## src/rtl/counter_controller.sv

```systemverilog
// counter_controller: command-driven programmable interval timer around an up-counter.
//   clock, reset      : system clock, asynchronous active-high reset
//   cmd_valid/ready   : command handshake; accepted on edges with cmd_valid & cmd_ready
//   cmd_op, cmd_data  : 00 LOAD limit, 01 START (data[0] = periodic), 10 STOP, 11 CLEAR
//   irq_ack           : clears the sticky irq
//   count             : current counter value
//   running, expired  : state is RUN / EXPIRED
//   done, irq         : one-cycle expiry pulse, sticky expiry flag
module counter_controller #(
   parameter int WIDTH = 8
) (
   input  logic             clock,
   input  logic             reset,
   input  logic             cmd_valid,
   output logic             cmd_ready,
   input  logic [1:0]       cmd_op,
   input  logic [WIDTH-1:0] cmd_data,
   input  logic             irq_ack,
   output logic [WIDTH-1:0] count,
   output logic             running,
   output logic             expired,
   output logic             done,
   output logic             irq
);
   typedef enum logic [1:0] {IDLE, RUN, PAUSE, EXPIRED} state_t;
   localparam logic [1:0] OP_LOAD = 2'b00, OP_START = 2'b01, OP_STOP = 2'b10, OP_CLEAR = 2'b11;
   state_t           state;
   logic [WIDTH-1:0] limit;
   logic             periodic;
   logic             accept;
   logic             step;
   logic             mode;
   logic             hit;
   logic             do_load;
   logic             do_start;
   logic             do_stop;
   logic             do_clear;
   assign running = state == RUN;
   assign expired = state == EXPIRED;
   // LOAD stalls while counting so the limit never changes under a running count.
   assign cmd_ready = !(state == RUN && cmd_op == OP_LOAD);
   always_comb begin
      accept   = cmd_valid & cmd_ready;
      do_load  = accept && cmd_op == OP_LOAD;
      do_start = accept && cmd_op == OP_START;
      do_stop  = accept && cmd_op == OP_STOP;
      do_clear = accept && cmd_op == OP_CLEAR;
      // START while running only retunes the mode; the step on that edge uses the new mode.
      step     = state == RUN && !do_stop && !do_clear;
      mode     = do_start ? cmd_data[0] : periodic;
      hit      = step && count == limit;
   end
   always_ff @(posedge clock or posedge reset) begin
      if (reset) begin
         state    <= IDLE;
         count    <= '0;
         limit    <= '1;
         periodic <= 1'b0;
         done     <= 1'b0;
         irq      <= 1'b0;
      end else begin
         done <= hit;
         irq  <= do_clear ? 1'b0 : hit ? 1'b1 : irq_ack ? 1'b0 : irq;
         if (do_start)
            periodic <= cmd_data[0];
         if (do_load) begin
            limit <= cmd_data;
            count <= '0;
            state <= IDLE;
         end else if (do_clear) begin
            count <= '0;
            state <= IDLE;
         end else if (do_stop) begin
            if (state == RUN)
               state <= PAUSE;
         end else if (do_start && state != RUN) begin
            state <= RUN;
            if (state == EXPIRED)
               count <= '0;
         end else if (step) begin
            if (!hit)
               count <= count + 1'b1;
            else if (mode)
               count <= '0;
            else
               state <= EXPIRED;
         end
      end
   end
endmodule

```

## config.mk

```make
export PLATFORM = sky130hd
export DESIGN_NAME = counter_controller
export DESIGN_NICKNAME = d
export VERILOG_FILES = /design/src/rtl/counter_controller.sv
export SDC_FILE = /design/constraint.sdc
export NUM_CORES = 1
export LEC_CHECK = 0
export BUFFER_PORTS_ARGS = -buffer_cell sky130_fd_sc_hd__buf_2
export CORE_MARGIN = 2
export CORE_UTILIZATION = 60
export CTS_BUF_LIST = sky130_fd_sc_hd__clkbuf_2
export DETAILED_ROUTE_END_ITERATION = 10
export PLACE_DENSITY = 0.95
export SYNTH_ARGS = -nofsm -noshare
export SYNTH_HDL_FRONTEND = slang
export SYNTH_SLANG_ARGS = --single-unit
export TNS_END_PERCENT = 100
```

## constraint.sdc

```tcl
create_clock -name clock -period 3.8 [get_ports clock]
set_clock_uncertainty 0.05 [all_clocks]
set_input_delay 0.95 -clock clock [delete_from_list [all_inputs] [get_ports clock]]
set_output_delay 0.95 -clock clock [all_outputs]
set_load 0.02 [all_outputs]
```

==> key figures, run 1 <==
Detailed routing
  – Vias per cell: 5.811
  – Via count: 1017
  – Final Routed Wirelength: 2585 µm
  – Routed WL per cell: 14.77 µm
  – Post-route ant nets: 0
  – Drt first-iter violations: 49
  – DRC errors left: 0
  – Drt first pass iters: 4

Placed design
  – Number of port buffers: 26
  – Final Wtd Congestion: 0.8535
  – Placed cell areas: 1388 µm²
  – HPWL Detailed: 1956 µm

Die
  – CORE AREA: 1962 µm²
  – Initial core utilization: 63.33%
  – Ports: 27
  – Num rows: 16
  – DIE AREA: 2451 µm²
  – Die Wd: 49.51 µm
  – Die H: 49.51 µm

Pwr
  – Worst vdd ir: 0.0004640 V
  – Leak: 0.6454 nW
  – Power per Cell Area: 682.0 nW/µm²

Logic synthesis
  – Sequential fraction of the synthesis area: 43.10%
  – Mean Syn Cell Area: 10.27 µm²
  – Syn nets: 136
  – Ys async rst share: 100.0%
  – EDFF count, synth: 0
  – Largest cells by area after synthesis: dfrtp_1 26%, dfstp_2 17%, mux2_2 8.2%
  – Cells after Synth: 121
  – Prevailing post-synth register cell: dfrtp_1
  – Yosys top cell area share: 26.18%
  – Netlist cell types: 38
  – Yosys warns: 0
  – Mapped Area: 1242 µm²
  – Top cells by count, synth: 13 x dfrtp_1, 13 x nand2_1, 9 x mux2_2, 9 x o21ai_0, 8 x dfstp_2
  – Seq cells post-synth: 21
  – Post-synth top area cell: dfrtp_1

CTS
  – Worst skew pair latency: 0.33 ns
  – Post CTS Setup Buffer Count: 0
  – Clock Sinks: 21
  – Worst-path clk slew: 0.19 ns
  – CTS tree: done
  – Total CTS buffers: 3
  – Hold-fix buffers, CTS: 0
  – Clock buffer depth: 2
  – H-tree depth: 1
  – Post-cts sizing count: 0
  – Clock Tree Root: clkbuf_2

Timing
  – Relative slew slack: 50.28%
  – Actual slew at the worst max-slew pin: 0.7450 ns
  – RSZ-0062 raised after global routing: false
  – Fmax: 404.6 MHz
  – Final period util: 65.04%
  – Final period demand of the worst path: 2.472 ns
  – Final slew viol count: 0
  – Final TNS setup: 0 ns
  – Final hold vios: 0
  – Final setup fails: 0

Finish
  – Nets: 164
  – Layout cells sized above 1: 38.51%
  – Area Growth Syn to Fin: 13.29%
  – Final Cell Area: 1408 µm²
  – Diodes inserted: 0

Critical path
  – WP data required: 2.80 ns
  – Critical Path Sink Type: output port
  – Worst path most repeated cell: buf_2
  – Stages on the worst setup path: 4
  – Worst Setup Start Kind: primary input
  – CP Class: primary input to output port
  – FF-to-FF path depth: 5
  – Slowest cell on the critical path: buf_2
  – Slowest stage delay, CP: 0.15 ns
  – Max Fanout on Critical Path: 11
  – Critical path arrival: 1.47 ns
  – Crit path cell chain: buf_2 -> nor2_1 -> nand2_1 -> buf_2
  – Buf/Inv on CP: 2
  – Largest delay contributor family on the critical path: buffers and inverters

Global routing
  – Total track usage: 24.64%
  – Vias in the first global route: 954
  – Global route overflow: 0
  – Initial antenna violation count: 0
  – Largest net degree at the start of global routing: 22
  – First-pass GRT wire length: 4478 µm

Run
  – Max_cap viols: 0

Min path
  – Hold Path Depth: 2
  – Worst Hold Class: register to register

Run status
  – Status: complete, no violations
[stage by stage]
stage	worst slack, ns	utilization [%]	cells	hold WS [ns]	power, mW
after global routing	1.245	71.75	175	0.5504	1.034
final	1.328	71.75	175	0.5108	0.9600
after floorplan	1.325	-	121	0.4401	0.7404
after global placement	1.250	70.73	171	0.4804	0.8450
after CTS	1.333	71.75	175	0.5151	0.9656
after detailed placement	1.171	70.73	171	0.4689	0.8703
[kinds of logic (layout without fill, tap and decap cells)]
| kind of cell | after synthesis | count (layout) | synth area share, % |
|---|---|---|---|
| and+or+nand+nor | 48 | 48 | 24.77 |
| AOI/OAI and AO/OA | 19 | 19 | 9.064 |
| muxes | 13 | 13 | 11.78 |
| adders and majority gates | 1 | 1 | 1.007 |
| xor gates and xnor gates | 8 | 8 | 6.244 |
| DFF | 21 | 21 | 43.10 |
| buffers and inverters | 11 | 38 | 4.028 |
[registers in the layout (all words and copies together) (netlist names)]
signal    cells
count         8
limit         8
state         2
done          1
irq           1
periodic      1
[placed cells by master, fill, tap and decap left out, types with 4 or more instances in the layout]
cell and n:
buf_2 26, inv_1 7, o21ai_0 9, dfstp_2 8
dfrtp_1 13, nand2_1 13, and3_1 4, xnor2_1 6
clkbuf_2 4, a21oi_1 4, nand3_1 5, mux2_2 9
[worst register-to-register path: cells and delay by family, from the launching register on]
kind                      cells  cell delay, ns
AOI/OAI and AO/OA             1            0.31
xor gates and xnor gates      1            0.29
DFF                           1            0.51
muxes                         1            0.38
and+or+nand+nor               2            0.56
[area by class of cell]
cell class	instances	area, µm²
Tap cell	27	33.78
Timing Repair Buffer	26	130.1
Multi-Input combinational cell	89	656.9
Clock buffer	4	20.02
Inverter	8	31.28
Sequential cell	21	535.5
Fill cell	161	554.3
[final timing paths]
kind                            from   endpoint  slack (ns)
min                              irq        irq        0.51
max                        cmd_op[1]  cmd_ready        1.33
min reg2reg                      irq        irq        0.51
max reg2reg                 count[0]   count[1]        1.61
max in group asynchronous      reset   count[6]        2.58
min in group asynchronous      reset   periodic        0.65
[routing by layer]
| layer | vias to the layer above | GRT usage [%] | share of wire (%) |
|---|---|---|---|
| met2 | 54 | 38.96 | 49 |
| met4 | 0 | 9.259 | 1.8 |
| met5 | - | 0 | 0 |
| met3 | 7 | 4.848 | 8.6 |
| met1 | 468 | 33.67 | 40 |
| li1 | 488 | - | - |
[where the power goes]
group          switching (mW)  internal [mW]
registers               0.113          0.322
clock network          0.0691         0.0279
logic                   0.230          0.198
Power figures use the tool's default switching activity.
==> inputs of run 2 (changes only) <==
ABC_AREA = 1   (was unset)
CORE_UTILIZATION = 56   (was 60)
PLACE_DENSITY = 0.89   (was 0.95)
clock period = 2.4 ns   (was 3.8 ns; I/O delays follow)
==> key figures, run 2 <==
CTS
  – Clock buffer depth: 2 (unchanged)
  – Total CTS buffers: 3 (unchanged)
  – Post CTS Setup Buffer Count: 0 (unchanged)
  – Post-cts sizing count: 0 (unchanged)
  – Clock Sinks: 21 (unchanged)
  – Clock Tree Root: clkbuf_2
  – CTS tree: done
  – Worst skew pair latency: 0.33 ns (about the same)
  – Hold-fix buffers, CTS: 0 (unchanged)
  – Worst-path clk slew: 0.21 ns (+0.02 ns)
  – H-tree depth: 1 (unchanged)

Detailed routing
  – Post-route ant nets: 0 (unchanged)
  – Drt first pass iters: 4 (unchanged)
  – DRC errors left: 0 (unchanged)
  – Routed WL per cell: 10.52 µm (-29%)
  – Final Routed Wirelength: 2608 µm (+0.89%)
  – Drt first-iter violations: 24 (-51%)
  – Vias per cell: 4.859 (-16%)
  – Via count: 1205 (+18%)

Die
  – Ports: 27 (unchanged)
  – Die Wd: 53.35 µm (+7.8%)
  – DIE AREA: 2846 µm² (+16%)
  – Num rows: 17 (+1)
  – CORE AREA: 2255 µm² (+15%)
  – Die H: 53.35 µm (+7.8%)
  – Initial core utilization: 60.49% (-2.8 points)

Run
  – Max_cap viols: 0 (unchanged)

Timing
  – Final hold vios: 0 (unchanged)
  – PnR worst setup slack: 0.5437 ns (-0.7847 ns)
  – Final slew viol count: 0 (unchanged)
  – Final setup fails: 0 (unchanged)
  – Final TNS setup: 0 ns (unchanged)
  – Final period demand of the worst path: 1.856 ns
  – Relative slew slack: 49.50% (-0.78 points)
  – Actual slew at the worst max-slew pin: 0.7566 ns (+0.01166 ns)
  – Final period util: 77.35%
  – Hold WS: 0.3095 ns (-0.2013 ns)
  – Fmax: 538.7 MHz
  – RSZ-0062 raised after global routing: false

Critical path
  – Worst Setup Start Kind: register
  – Critical path arrival: 1.21 ns (-0.26 ns)
  – Critical Path Sink Type: output port
  – Max Fanout on Critical Path: 7 (-4)
  – WP data required: 1.75 ns (-1.05 ns)
  – CP Class: register to output port

Finish
  – Most common cell after layout, fill and taps aside: nand2_1
  – Layout cells sized above 1: 29.09% (-9.4 points)
  – Nets: 236 (+44%)
  – FILL cells: 209 (+30%)
  – Biggest regs: count: 8 flops, limit: 8 flops, state: 2 flops
  – Diodes inserted: 0 (unchanged)
  – Area Growth Syn to Fin: 11.83%
  – Commonest non-fill, non-tap cells in the layout: 63 x nand2_1, 26 x buf_2, 24 x inv_1

Global routing
  – First-pass GRT wire length: 4478 µm (unchanged)
  – Largest net degree at the start of global routing: 22 (unchanged)
  – Vias in the first global route: 1069 (+12%)
  – Global route overflow: 0 (unchanged)
  – Total track usage: 21.50% (-3.1 points)
  – Initial antenna violation count: 0 (unchanged)

Pwr
  – Design Power: 1.242 mW (+29%)
  – Leak: 0.8700 nW (+35%)
  – Power per Cell Area: 814.5 nW/µm² (+19%)
  – Worst vdd ir: 0.0004794 V (+3.3%)

Logic synthesis
  – Post-synth top area cell: dfrtp_1
  – Mapped Area: 1364 µm² (+9.8%)
  – Ys async rst share: 100.0% (unchanged)
  – Syn nets: 208 (+53%)
  – Top cells by count, synth: 63 x nand2_1, 24 x inv_1, 16 x nor2_1, 13 x dfrtp_1, 11 x nand3_1
  – Cell with the most instances after synthesis: nand2_1
  – Cells after Synth: 193 (+60%)
  – Netlist cell types: 28 (-26%)
  – Prevailing post-synth register cell: dfrtp_1
  – Largest cells by area after synthesis: dfrtp_1 24%, nand2_1 17%, dfstp_2 15%
  – Sequential fraction of the synthesis area: 39.27% (-3.8 points)
  – Seq cells post-synth: 21 (unchanged)
  – Mean Syn Cell Area: 7.066 µm² (-31%)
  – Yosys warns: 0 (unchanged)
  – Yosys top cell area share: 23.85% (-2.3 points)
  – EDFF count, synth: 0 (unchanged)

Placed design
  – HPWL Detailed: 2040 µm (+4.3%)
  – Final Wtd Congestion: 0.9015 (+5.6%)
  – Dpl ws: 0.5286 ns (-0.6425 ns)
  – Number of port buffers: 26 (unchanged)

Run status
  – Status: complete, no violations

Min path
  – Worst Hold Class: primary input to async pin
## run 2: changes by cell type after synthesis, sizes merged, moves of 4 or more
cell | before | now
nor2 | 2 | 21
mux2 | 10 | 0
inv | 7 | 32
nand2 | 13 | 67
xnor2 | 7 | 0
and3 | 5 | 0
xor2 | 1 | 5
nand3 | 5 | 15
a21oi | 4 | 9
## run 2: worst paths after layout
check | depth (start not counted) | from | slack [ns] | to
setup / recovery | 5 | state[1] | 0.54 | cmd_ready
hold / removal | 2 | reset | 0.31 | count[1]
setup reg to reg | 10 | limit[1] | 0.76 | count[0]
hold reg to reg | 2 | limit[4] | 0.45 | limit[4]
max in group asynchronous | 2 | reset | 1.51 | irq
min in group clock | 3 | cmd_data[1] | 0.42 | limit[1]
## run 2: cell families (layout without fill, tap and decap cells)
logic type / count (synthesis) / count (layout) / share of synthesized area [%]
buffers and inverters: 36 / 63 / 11.10
AO/OA/AOI/OAI: 20 / 20 / 9.083
AND/OR/NAND/NOR: 110 / 110 / 36.42
flip-flops: 21 / 21 / 39.27
adder cells (fa/ha/maj): 1 / 1 / 0.9173
XOR/XNOR: 5 / 5 / 3.211
## run 2: per-stage QoR
| stage | std cells | utilization [%] | area [µm²] |
|---|---|---|---|
| final | 248 | 67.65 | 1525 |
| after global routing | 248 | 67.65 | 1525 |
| after CTS | 248 | 67.65 | 1525 |
| after detailed placement | 244 | 66.76 | 1505 |
| after global placement | 244 | 66.76 | 1505 |
| after floorplan | 193 | - | 1364 |
## run 2: final cells by class
| type | instances | area (µm²) | share of cell area [%] |
|---|---|---|---|
| Tap cell | 28 | 35.03 | 2.297 |
| Multi-Input combinational cell | 136 | 676.9 | 44.38 |
| Sequential cell | 21 | 535.5 | 35.11 |
| Clock buffer | 4 | 20.02 | 1.313 |
| Timing Repair Buffer | 27 | 137.6 | 9.024 |
| Inverter | 32 | 120.1 | 7.875 |
## run 2: layer usage
metal | track usage [%] | up-vias | wire, µm
li1 | - | 646 | -
met1 | 28.17 | 535 | 1261
met2 | 36.42 | 19 | 1255
met3 | 2.542 | 5 | 62
met4 | 6.838 | 0 | 29
met5 | 0 | - | 0
## run 2: critical path: stages, from the launching register on
cell and delay (ns):
dfrtp_1 0.43, inv_1 0.06, nand2_1 0.08, inv_2 0.12, nand2_1 0.05, buf_2 0.15
## run 2: report_power, final
group          switching (mW)  internal [mW]  leakage, nW
clock network           0.110         0.0441       0.0166
registers              0.0803          0.476        0.256
logic                   0.346          0.186        0.597
total                   0.536          0.706        0.870
==> inputs of run 3 (changes only) <==
CORE_UTILIZATION = 51   (was 56)
PLACE_DENSITY = 0.86   (was 0.89)
clock period = 1.63 ns   (was 2.4 ns; I/O delays follow)
==> key figures, run 3 (synthesized netlist as in run 2, its figures left out) <==
Timing
  – Final period demand of the worst path: 1.630 ns
  – Final slew viol count: 0 (unchanged)
  – RSZ-0062 raised after global routing: true
  – Final period util: 100.0%
  – Final hold vios: 0 (unchanged)
  – Fmax: 613.4 MHz
  – Relative slew slack: 78.21% (+29 points)
  – PnR worst setup slack: -0.0002208 ns (-0.5439 ns)
  – Actual slew at the worst max-slew pin: 0.3243 ns (-0.4323 ns)
  – Final setup fails: 1 (+1)
  – Final TNS setup: -0.0002208 ns (-0.0002208 ns)

Detailed routing
  – Drt first pass iters: 6 (+2)
  – DRC errors left: 0 (unchanged)
  – Final Routed Wirelength: 3185 µm (+22%)
  – Via count: 1376 (+14%)
  – Vias per cell: 5.333 (+9.8%)
  – Drt first-iter violations: 63 (+160%)
  – Post-route ant nets: 0 (unchanged)
  – Routed WL per cell: 12.34 µm (+17%)

Critical path
  – Largest delay contributor family on the critical path: simple AND/OR/NAND/NOR gates
  – CP Class: register to register
  – FF-to-FF path depth: 10 (unchanged)
  – R2R setup slack: -0.0002 ns (-0.76 ns)
  – Slowest stage delay, CP: 0.57 ns (+0.14 ns)
  – CP Launch Point: limit[7]
  – WP data required: 1.82 ns (+0.07 ns)
  – Crit path cell chain: inv_1 -> nand2_2 -> nand2_2 -> nor2_2 -> nand2_1 -> nor2_2 -> nand3_4 -> nand3_4 -> nand2_1 -> o21ai_1
  – Worst Setup Start Kind: register
  – Worst r2r src: limit[7]
  – Slowest cell on the critical path: dfstp_2
  – Critical path arrival: 1.82 ns (+0.61 ns)
  – Max Fanout on Critical Path: 8 (+1)
  – FF-to-FF End: count[6]
  – Buf/Inv on CP: 1 (-2)
  – Critical Path Sink Type: register

Placed design
  – Dpl ws: 0.01178 ns (-0.5168 ns)
  – Placed insts: 250 (+2.5%)
  – Number of port buffers: 26 (unchanged)
  – Placed cell areas: 1538 µm² (+2.2%)
  – HPWL Detailed: 2161 µm (+5.9%)
  – Final Wtd Congestion: 0.8126 (-9.9%)

CTS
  – Clock buffer depth: 2 (unchanged)
  – H-tree depth: 1 (unchanged)
  – Clock Tree Root: clkbuf_2
  – CTS tree: done
  – Total CTS buffers: 3 (unchanged)
  – Worst-path clk slew: 0.21 ns (about the same)
  – Clock Sinks: 21 (unchanged)
  – Worst skew pair latency: 0.31 ns (-0.02 ns)

Finish
  – Final std cells w/o fill: 258 (+4.0%)
  – Nets: 244 (+3.4%)
  – Multi-input gate area: 772.0 µm² (+14%)
  – Biggest regs: count: 8 flops, limit: 8 flops, state: 2 flops
  – Area Growth Syn to Fin: 24.50%
  – Register area: 540.5 µm² (+0.93%)
  – Most common cell after layout, fill and taps aside: nand2_1
  – Layout cells sized above 1: 42.11% (+13 points)
  – Commonest non-fill, non-tap cells in the layout: 49 x nand2_1, 23 x buf_2, 22 x inv_1
  – FILL cells: 221 (+5.7%)
  – Final Cell Area: 1698 µm² (+11%)
  – Diodes inserted: 0 (unchanged)

Global routing
  – Vias in the first global route: 1140 (+6.6%)
  – Global route overflow: 0 (unchanged)
  – Initial antenna violation count: 0 (unchanged)
  – Total track usage: 19.73% (-1.8 points)
  – First-pass GRT wire length: 4961 µm (+11%)
  – Largest net degree at the start of global routing: 22 (unchanged)

Die
  – Initial core utilization: 54.55% (-5.9 points)
  – Die Wd: 55.71 µm (+4.4%)
  – Ports: 27 (unchanged)
  – DIE AREA: 3104 µm² (+9.0%)
  – Num rows: 18 (+1)
  – CORE AREA: 2500 µm² (+11%)
  – Die H: 55.71 µm (+4.4%)

Pwr
  – Worst vdd ir: 0.0008761 V (+83%)
  – Design Power: 2.090 mW (+68%)
  – Power per Cell Area: 1231 nW/µm² (+51%)
  – Leak: 0.9212 nW (+5.9%)

Run status
  – Failing checks: negative setup slack
  – Status: complete, but fails checks

Min path
  – Worst Hold Class: primary input to async pin

Run
  – Max_cap viols: 0 (unchanged)
==> run 3: cell count changes in the layout (fill, tap and decap cells not counted), moves of 2 or more <==
cell,change
buf_2,-3
dfrtp_2,+4
inv_1,-2
nor2_4,+3
buf_4,+8
nand2_1,-14
nor2_1,-4
nand2_2,+12
nand2_4,+2
nand3_4,+2
buf_6,+2
dfrtp_1,-4
==> run 3: worst max path at each step <==
stage                           to  slack, ns  cells past startpoint
final                     count[6]    -0.0002                     10
after global routing      state[0]       -0.1                     11
after CTS                 count[6]      0.005                     10
after floorplan           count[4]       0.08                     11
after detailed placement  count[6]       0.01                      8
after global placement    count[6]       0.05                      8
==> run 3: timing repair <==
action,CTS,global route
hold endpoints to repair,0,0
setup buffers,1,2
hold buffers,0,0
pin swaps,0,16
cloned,1,0
gates resized for setup,4,33
setup endpoints to repair,7,13
==> run 3: metal layers <==
| layer | vias to the layer above | GRT usage (%) | wire, µm |
|---|---|---|---|
| met1 | 641 | 27.03 | 1330 |
| met5 | - | 0 | 0 |
| li1 | 664 | - | - |
| met2 | 59 | 31.12 | 1575 |
| met3 | 12 | 3.721 | 199 |
| met4 | 0 | 6.969 | 79 |
==> run 3: cell type report <==
class	instances	share of cell area, %
Multi-Input combinational cell	137	45.47
Sequential cell	21	31.83
Timing Repair Buffer	34	12.09
Inverter	32	7.222
Tap cell	30	2.211
Clock buffer	4	1.179
==> run 3: per-stage QoR <==
step / util [%] / hold slack (ns)
final: 67.92 / 0.01935
after global routing: 67.92 / 0.04772
after CTS: 63.41 / 0.03219
after detailed placement: 61.51 / 0.4034
after global placement: 61.51 / 0.3948
after floorplan: - / 0.3281
==> run 3: worst register-to-register path: stages, from the launching register on <==
cell and delay (ns):
dfstp_2 0.57, inv_1 0.05, nand2_2 0.08, nand2_2 0.06, nor2_2 0.12, nand2_1 0.07
nor2_2 0.13, nand3_4 0.12, nand3_4 0.15, nand2_1 0.06, o21ai_1 0.08
==> run 3: where the power goes <==
| part | switching, mW | internal (mW) | leakage (nW) |
|---|---|---|---|
| Combinational | 0.646 | 0.396 | 0.654 |
| Sequential | 0.122 | 0.706 | 0.250 |
| Clock | 0.155 | 0.0650 | 0.0166 |
| Total | 0.923 | 1.17 | 0.921 |
